[src/rtl/branch_pkg.sv]
`default_nettype none
// ============================================================================
//  Module      : branch_pkg
//  Description : Shared types and constants for the branch predictor/recovery
//                controller: 2-bit saturating counter type, its four named
//                values, the controller state enum and the counter update rule.
//  Revision    : 1.0 - initial release
// ============================================================================
package branch_pkg;

    typedef logic [1:0] ctr2_t;

    localparam ctr2_t SNT = 2'b00;  // strong not-taken
    localparam ctr2_t WNT = 2'b01;  // weak not-taken (reset value)
    localparam ctr2_t WT  = 2'b10;  // weak taken
    localparam ctr2_t ST  = 2'b11;  // strong taken

    typedef enum logic [0:0] {
        RUN   = 1'b0,
        FLUSH = 1'b1
    } bc_state_t;

    // Saturating step toward the resolved outcome.
    function automatic ctr2_t ctr2_next(input ctr2_t c, input logic taken);
        if (taken) begin
            return (c == ST) ? ST : ctr2_t'(c + 2'd1);
        end
        return (c == SNT) ? SNT : ctr2_t'(c - 2'd1);
    endfunction

endpackage
`default_nettype wire

[src/rtl/bp_pht.sv]
`default_nettype none
// ============================================================================
//  Module      : bp_pht
//  Description : Pattern history table of 2^IDXW two-bit saturating counters.
//                One asynchronous read port, one synchronous update port.
//  Ports       : clk, rst        - clock, synchronous active-high reset
//                i_rd_idx        - lookup index
//                o_rd_ctr        - counter at i_rd_idx (pre-update value)
//                i_wr_en         - apply a training update this edge
//                i_wr_idx        - entry to train
//                i_wr_taken      - resolved outcome used for training
//  Revision    : 1.0 - initial release
// ============================================================================
module bp_pht
    import branch_pkg::*;
#(
    parameter int IDXW = 4
) (
    input  logic            clk,
    input  logic            rst,
    input  logic [IDXW-1:0] i_rd_idx,
    output ctr2_t           o_rd_ctr,
    input  logic            i_wr_en,
    input  logic [IDXW-1:0] i_wr_idx,
    input  logic            i_wr_taken
);

    localparam int c_entries = 2 ** IDXW;

    ctr2_t r_table [c_entries];

    // Read is straight from the array: a write at the same index this cycle
    // only becomes visible after the edge.
    assign o_rd_ctr = r_table[i_rd_idx];

    generate
        for (genvar gi = 0; gi < c_entries; gi++) begin : g_entry
            always_ff @(posedge clk) begin
                if (rst) begin
                    r_table[gi] <= WNT;
                end else if (i_wr_en && (i_wr_idx == IDXW'(gi))) begin
                    r_table[gi] <= ctr2_next(r_table[gi], i_wr_taken);
                end
            end
        end
    endgenerate

endmodule
`default_nettype wire

[src/rtl/branch_ctrl.sv]
`default_nettype none
// ============================================================================
//  Module      : branch_ctrl
//  Description : BLT branch predictor and mispredict recovery controller.
//                Predicts at fetch from a 2-bit counter PHT, trains the PHT
//                at resolve, and on a mispredict raises flush for
//                FLUSH_CYCLES cycles while redirecting the PC once.
//  Ports       : clk, reset          - clock, synchronous active-high reset
//                stall               - freezes all state
//                fetch_*             - fetch-stage instruction info
//                predict_taken       - combinational prediction
//                next_pc             - PC to load at the next edge
//                ex_*, branch_actual - resolving branch info
//                flush               - squash younger stages (registered)
//                branch_count        - resolved branches (registered)
//                mispredict_count    - mispredicted branches (registered)
//  Revision    : 1.0 - initial release
// ============================================================================
module branch_ctrl
    import branch_pkg::*;
#(
    parameter int PCW          = 8,
    parameter int IDXW         = 4,
    parameter int FLUSH_CYCLES = 2
) (
    input  logic           clk,
    input  logic           reset,
    input  logic           stall,
    input  logic           fetch_valid,
    input  logic [PCW-1:0] fetch_pc,
    input  logic           fetch_is_blt,
    input  logic [PCW-1:0] fetch_target,
    output logic           predict_taken,
    output logic [PCW-1:0] next_pc,
    input  logic           ex_valid,
    input  logic [PCW-1:0] ex_pc,
    input  logic           ex_pred_taken,
    input  logic [PCW-1:0] ex_target,
    input  logic           branch_actual,
    output logic           flush,
    output logic [15:0]    branch_count,
    output logic [15:0]    mispredict_count
);

    localparam int c_cnt_w = $clog2(FLUSH_CYCLES + 1);

    bc_state_t          r_state;
    logic [c_cnt_w-1:0] r_flush_cnt;
    logic               r_first;        // first cycle of FLUSH: redirect now
    logic [PCW-1:0]     r_redirect_pc;
    logic               r_flush;
    logic [15:0]        r_branch_count;
    logic [15:0]        r_mispredict_count;

    ctr2_t              w_fetch_ctr;
    logic               w_resolve;
    logic               w_mispredict;

    // Wrong-path branches arriving during FLUSH must not train or count.
    assign w_resolve    = (r_state == RUN) && ex_valid && !stall;
    assign w_mispredict = w_resolve && (branch_actual != ex_pred_taken);

    bp_pht #(
        .IDXW (IDXW)
    ) u_pht (
        .clk        (clk),
        .rst        (reset),
        .i_rd_idx   (fetch_pc[IDXW-1:0]),
        .o_rd_ctr   (w_fetch_ctr),
        .i_wr_en    (w_resolve),
        .i_wr_idx   (ex_pc[IDXW-1:0]),
        .i_wr_taken (branch_actual)
    );

    assign predict_taken = fetch_valid && fetch_is_blt && w_fetch_ctr[1];

    always_comb begin
        next_pc = fetch_pc + PCW'(1);
        if ((r_state == FLUSH) && r_first) begin
            next_pc = r_redirect_pc;
        end else if (predict_taken) begin
            next_pc = fetch_target;
        end
    end

    always_ff @(posedge clk) begin
        if (reset) begin
            r_state            <= RUN;
            r_flush_cnt        <= '0;
            r_first            <= 1'b0;
            r_redirect_pc      <= '0;
            r_flush            <= 1'b0;
            r_branch_count     <= '0;
            r_mispredict_count <= '0;
        end else if (!stall) begin
            case (r_state)
                RUN: begin
                    if (ex_valid) begin
                        r_branch_count <= r_branch_count + 16'd1;
                        if (w_mispredict) begin
                            r_mispredict_count <= r_mispredict_count + 16'd1;
                            r_redirect_pc      <= branch_actual ? ex_target
                                                                : ex_pc + PCW'(1);
                            r_flush_cnt        <= c_cnt_w'(FLUSH_CYCLES);
                            r_first            <= 1'b1;
                            r_flush            <= 1'b1;
                            r_state            <= FLUSH;
                        end
                    end
                end
                FLUSH: begin
                    r_first <= 1'b0;
                    if (r_flush_cnt <= c_cnt_w'(1)) begin
                        r_flush_cnt <= '0;
                        r_flush     <= 1'b0;
                        r_state     <= RUN;
                    end else begin
                        r_flush_cnt <= r_flush_cnt - c_cnt_w'(1);
                    end
                end
                default: begin
                    r_state <= RUN;
                    r_flush <= 1'b0;
                end
            endcase
        end
    end

    assign flush            = r_flush;
    assign branch_count     = r_branch_count;
    assign mispredict_count = r_mispredict_count;

endmodule
`default_nettype wire

[config.mk]
export PLATFORM = sky130hd
export DESIGN_NAME = branch_ctrl
export DESIGN_NICKNAME = d
export VERILOG_FILES = /design/src/rtl/branch_pkg.sv /design/src/rtl/bp_pht.sv /design/src/rtl/branch_ctrl.sv
export SDC_FILE = /design/constraint.sdc
export NUM_CORES = 1
export LEC_CHECK = 0
export ABC_AREA = 1
export CAP_MARGIN = 25
export CORE_ASPECT_RATIO = 0.75
export CORE_MARGIN = 3
export CORE_UTILIZATION = 35
export CTS_CLUSTER_DIAMETER = 200
export DETAILED_ROUTE_END_ITERATION = 8
export GPL_ROUTABILITY_DRIVEN = 0
export PLACE_DENSITY = 0.67
export SLEW_MARGIN = 20
export SYNTH_ARGS = -nofsm -noshare
export SYNTH_HDL_FRONTEND = slang
export SYNTH_SLANG_ARGS = --single-unit
[constraint.sdc]
create_clock -name clk -period 2.6 [get_ports clk]
set_clock_uncertainty 0.1 [all_clocks]
set_input_delay 0.65 -clock clk [delete_from_list [all_inputs] [get_ports clk]]
set_output_delay 0.65 -clock clk [all_outputs]
set_load 0.03 [all_outputs]
# Word-level counts from Yosys, hierarchy flattened
# Memory sizes are Yosys's and may differ from the RTL's.
# Index checks and enable logic that the tools add are counted.
dict set report word_totals {
  ff_bits 45
  ram_bits 32
  input_bits 40
  wordCells 354
  memories 1
}
# name depth word_bits read_ports rd_ports_with_merged_regs wr line
set memory_table {}
lappend memory_table {u_pht.r_table 16 2 17 0 16 bp_pht.sv:30} ;# ctr2_t r_table [c_entries];
dict set report op_classes {
  addsub 37
  magnitude_cmp 1
  n_eq_ne 35
  mux 211
  bitwise 18
  reduce_logical 44
}
# cell n
set ops {}
lappend ops {{$mux W2} 115}
lappend ops {{$mux W1} 89}
lappend ops {{$sub A2 B1 Y2 const B} 17}
lappend ops {{$add A16 B1 Y16 const B} 2}
lappend ops {{$add A2 B1 Y2 const B} 16}
lappend ops {{$eq A2 B2 Y1 const B} 16}
lappend ops {{$eq A4 B4 Y1 const B} 8}
lappend ops {{$logic_not A2 Y1} 16}
lappend ops {{$mux W8} 3}
lappend ops {{$logic_and A1 B1 Y1} 22}
lappend ops {{$add A8 B1 Y8 const B} 2}
lappend ops {{$eq A4 B3 Y1 const B} 4}
lappend ops {{$or A1 B1 Y1} 16}
lappend ops {{$eq A4 B2 Y1 const B} 2}
lappend ops {{$reduce_and A4 Y1} 2}
lappend ops {{$pmux W1 S2} 3}
lappend ops {{$reduce_and A3 Y1} 2}
lappend ops {{$eq A4 B1 Y1 const B} 1}
lappend ops {{$logic_not A4 Y1} 1}
lappend ops {{$ne A2 B2 Y1 const B} 2}
lappend ops {{$pmux W2 S2} 1}
lappend ops {{$le A2 B1 Y1 const B} 1}
lappend ops {{$ne A2 B1 Y1 const B} 1}
lappend ops {{$not A1 Y1} 2}
lappend ops {{other kinds (2)} 2}

# Longest topological paths before layout
# Gate-level depths: netlist of run 1.
dict set report logic_depth {
  depth_word 10
  ltp_mapped 11
}

# Hierarchy
# A second synthesis of run 1 with hierarchy kept.
dict set report hier_totals {
  cells_unflattened 721
  hier_area_um2 4827.1
}
# mod instances cells_each area_each_um2 seq_area_each_um2
set modules_own_cells {}
lappend modules_own_cells {branch_ctrl 1 407 2640.0 900.9}
lappend modules_own_cells {bp_pht 1 314 2187.1 960.9}

# Worst setup path after synthesis of run 1
# OpenSTA, ideal clock, no wires.
dict set report synth_path {
  path_type {input port to output port}
  from {input fetch_pc[2]}
  to {output next_pc[0]}
  t_arrival_ps 1749
  required_time_ps 1850
  path_slack_ps 101
  cell_stages 10
  path_buffers 1
  cell_sequence {buf_6 > inv_1 > nand2_1 > nand3_1 > nand3_1 > nand3_2 > nand3_2 > nand2_1 > nand3_1 > nand2_1}
}
dict set report synth_between {
  elab_chain_cells 4
}
# item line
set synth_rtl {}
lappend synth_rtl {{start: declaration} branch_ctrl.sv:30} ;# input logic [PCW-1:0] fetch_pc,
lappend synth_rtl {{$mem_v2 Z16 W2} n/a}
lappend synth_rtl {{$logic_and A1 B1 Y1} branch_ctrl.sv:75} ;# assign predict_taken = fetch_valid && fetch_is_blt && w_fetch_ctr[1];
lappend synth_rtl {{$mux W8} branch_ctrl.sv:81} ;# end else if (predict_taken) begin
lappend synth_rtl {{$mux W8} branch_ctrl.sv:79} ;# if ((r_state == FLUSH) && r_first) begin
lappend synth_rtl {{end: declaration} branch_ctrl.sv:34} ;# output logic [PCW-1:0] next_pc,
# No other way between the ends.

# Worst setup path after layout of run 1
dict set report layout_path {
  from {input fetch_pc[2]}
  to {output next_pc[7]}
}
dict set report layout_between {
  elab_chain_cells 4
  elab_cells_between_ends 5
}
# item line
set layout_rtl {}
lappend layout_rtl {{$mem_v2 Z16 W2} n/a}
lappend layout_rtl {{$logic_and A1 B1 Y1} branch_ctrl.sv:75}
lappend layout_rtl {{$mux W8 (*)} branch_ctrl.sv:81}
lappend layout_rtl {{$mux W8 (*)} branch_ctrl.sv:79}
# Mark *: on every way between the ends. The rest lies on a longest branch, timed or not.

==> impl_metrics.ini, run 1 <==
[hold_path]
worstHoldEndpoint = r_redirect_pc[6]$_SDFFE_PP0P_
min_path_type = register to register
hold_path_startpoint = r_redirect_pc[6]$_SDFFE_PP0P_
hold_depth = 2

[sta]
finalWorstSetupSlack_ps = 17.6
fin_crit_sh = 0.993
rsz0062_at_grt = true
tightest_slew_ps = 421
setup_violations = 0
clock.fmax_mhz = 387
hold_viol = 0
slew_headroom = 0.719
slew_violations = 0
min_period_ps = 2580

[yosys]
synth_warnings = 0
ys_ff_latch = 77
ys_types = 40
ys_seq_area_frac = 0.418
synth_area_leaders = edfxtp_1 22%, dfxtp_1 20%, nand2_1 11%, o21ai_0 6.2%, inv_1 6.0%
syn_area_um2 = 4450
synth_top_area_frac = 0.216
synthCells = 603
syn_area_per_cell_um2 = 7.38
synth_nets = 650
yosys.area.top_type = edfxtp_1

[global_route]
grtUsageTotal = 0.175
grt_max_degree = 49
grt_pass1_vias = 4285
grt_overflow_total = 0
grt_pass1_wl_mm = 20.3
antenna_found_initial = 0

[worst_setup_path]
rr_endpoint = u_pht.r_table[13][0]$_SDFFCE_PN1P_
critPathKind = input pin to output pin
rrSetupSlack_ps = 920
r2r_cells = 4
cp-start-kind = input pin
cp_max_fo = 6
arrival_ps = 1830
crit_required_ps = 1850
endpoint_kind = output pin
worstReg2RegStart = r_state$_SDFFE_PP0N_

[cts]
cts.sinks = 77
cts_tree = done
cts_buffers = 9
h-tree-depth = 3
clk_latency_ps = 330
clkTransAtPathRegs_ps = 60
clk_path_buf_depth = 2
root_buffer = clkbuf_16

[layout]
n_fill_cell = 1146
stdcell_area_um2 = 6280
drive_gt1_frac = 0.192
diodes = 0
fin_nets = 760
areaGrowthSynthToFinish_pct = 41.1
multi_input_area_um2 = 2420
seqCellArea_um2 = 1860

[die]
dieArea_um2 = 14100
die_w_um = 136
ios = 82
row_count = 35
start_util = 0.360
die_h_um = 104
coreArea_um2 = 12300

[job]
drv_cap = 0

[placement]
placed_cell_area_um2 = 5560
dp_hpwl_mm = 9.19
post-place-ws_ps = -471
port_buffers = 81

[detailed_routing]
wl_per_cell_um = 14.7
wirelength_mm = 13.0
drt-initial-drc-count = 251
dr.pass1.iters = 5
vias_per_cell = 5.18
route.vias.total = 4576
drc = 0
ant_nets = 0

[pwr]
peakVddDrop_mv = 0.256
power_w = 0.00311
p_leak_nw = 2.42
power_density_nw_per_um2 = 496

[status]
status = finished, final reports clean
-- sequential cells by signal (all words and copies together) (netlist names) --
name,flops
branch_count,16
flush,1
mispredict_count,16
r_first,1
r_flush_cnt,2
r_redirect_pc,8
r_state,1
u_pht.r_table,32
-- metrics by stage --
stage	setup TNS, ps	util	hold slack (ps)	std cells
after floorplan	0	-	339	603
after global placement	-3580	0.450	348	853
after detailed placement	-4070	0.450	353	853
after CTS	0	0.481	362	872
after global routing	-140	0.509	388	884
final	0	0.509	372	884
-- where the power goes --
group | total, W | switching (W) | internal, W
combinational | 0.000494 | 0.000282 | 0.000213
clock | 0.00131 | 0.000486 | 0.000828
sequential | 0.00130 | 0.0000220 | 0.00128
total | 0.00311 | 0.000789 | 0.00232
-- per-layer routing --
layer | global-route usage | vias up | share of wire
met5 | 0 | - | 0
met4 | 0.0619 | 0 | 0.018
met3 | 0.0403 | 20 | 0.063
li1 | - | 2264 | -
met1 | 0.231 | 2128 | 0.45
met2 | 0.279 | 164 | 0.47
-- cells in the mapped netlist, drive strengths merged --
cell type / count
a211oi: 1
a21boi: 12
a21oi: 45
a221oi: 1
a31oi: 3
and3: 1
buf: 7
clkbuf: 15
clkinv: 2
dfxtp: 45
edfxtp: 32
ha: 7
inv: 73
nand2: 134
nand3: 40
nand4: 18
nor2: 54
nor3: 21
nor3b: 1
nor4: 2
o2111ai: 3
o211ai: 14
o21a: 3
o21ai: 55
o21ba: 1
or2: 2
xnor2: 5
xor2: 6
-- how the worst max path moves through the flow --
stage                      from    endpoint  slack (ps)  depth (start not counted)
CTS                 fetch_pc[2]  next_pc[5]           3                         12
detailed placement  fetch_pc[2]  next_pc[5]        -470                         11
finish              fetch_pc[2]  next_pc[7]          20                         12
floorplan           fetch_pc[2]  next_pc[0]         100                         10
global route        fetch_pc[0]  next_pc[3]         -40                         12
global placement    fetch_pc[2]  next_pc[1]        -410                         11
-- layout make-up --
| type | instances | area share |
|---|---|---|
| multi-input cells | 430 | 0.386 |
| flip-flops and latches | 77 | 0.296 |
| well taps | 166 | 0.0331 |
| inverters | 75 | 0.0468 |
| repair buffers | 119 | 0.187 |
| repair inverters | 1 | 0.00120 |
| clock buffers | 13 | 0.0432 |
| clock inverters | 3 | 0.00658 |
-- cell usage in the layout (no fill, tap or decap), types with 23 or more instances in the layout --
cell type / n
edfxtp_1: 32
o21ai_0: 55
a21oi_1: 45
dfxtp_1: 45
inv_1: 63
nand2_2: 23
nand2_1: 108
nor2_1: 50
clkdlybuf4s50_1: 63
buf_4: 32
-- worst max-delay path: stages --
cell     delay [ps]
buf_12          110
buf_8           130
nand2_2          70
nand3_2          60
nand3_2         110
nand3_4         100
buf_6           130
nand3_4          90
nand2_1          60
nand3_1          90
nand2_1          80
buf_6           140
-- what timing repair did --
item | 4_1_cts | 5_1_grt
pin swaps | 8 | 34
gates resized for setup | 32 | 70
endpoints found under the setup margin | 9 | 9
setup buffers | 2 | 11
hold buffers | 0 | 0
cloned | 1 | 1
-- kinds of logic after synthesis --
logic type                 synth area share
buffers and inverters                0.0860
AOI/OAI and AO/OA                     0.177
DFF                                   0.418
xor gates and xnor gates             0.0216
and+or+nand+nor                       0.277
adders and majority gates            0.0197
(Power assumes the default switching activity.)
==> run 2: changes to the inputs <==
--- a/config.mk
+++ b/config.mk
@@ -13,6 +13,7 @@
 export CTS_CLUSTER_DIAMETER = 200
 export DETAILED_ROUTE_END_ITERATION = 8
 export GPL_ROUTABILITY_DRIVEN = 0
+export HOLD_SLACK_MARGIN = 0.08
 export PLACE_DENSITY = 0.67
 export SLEW_MARGIN = 20
 export SYNTH_ARGS = -nofsm -noshare
==> results of run 2 <==
The final DEF is identical to that of run 1; final timing and power are the same.
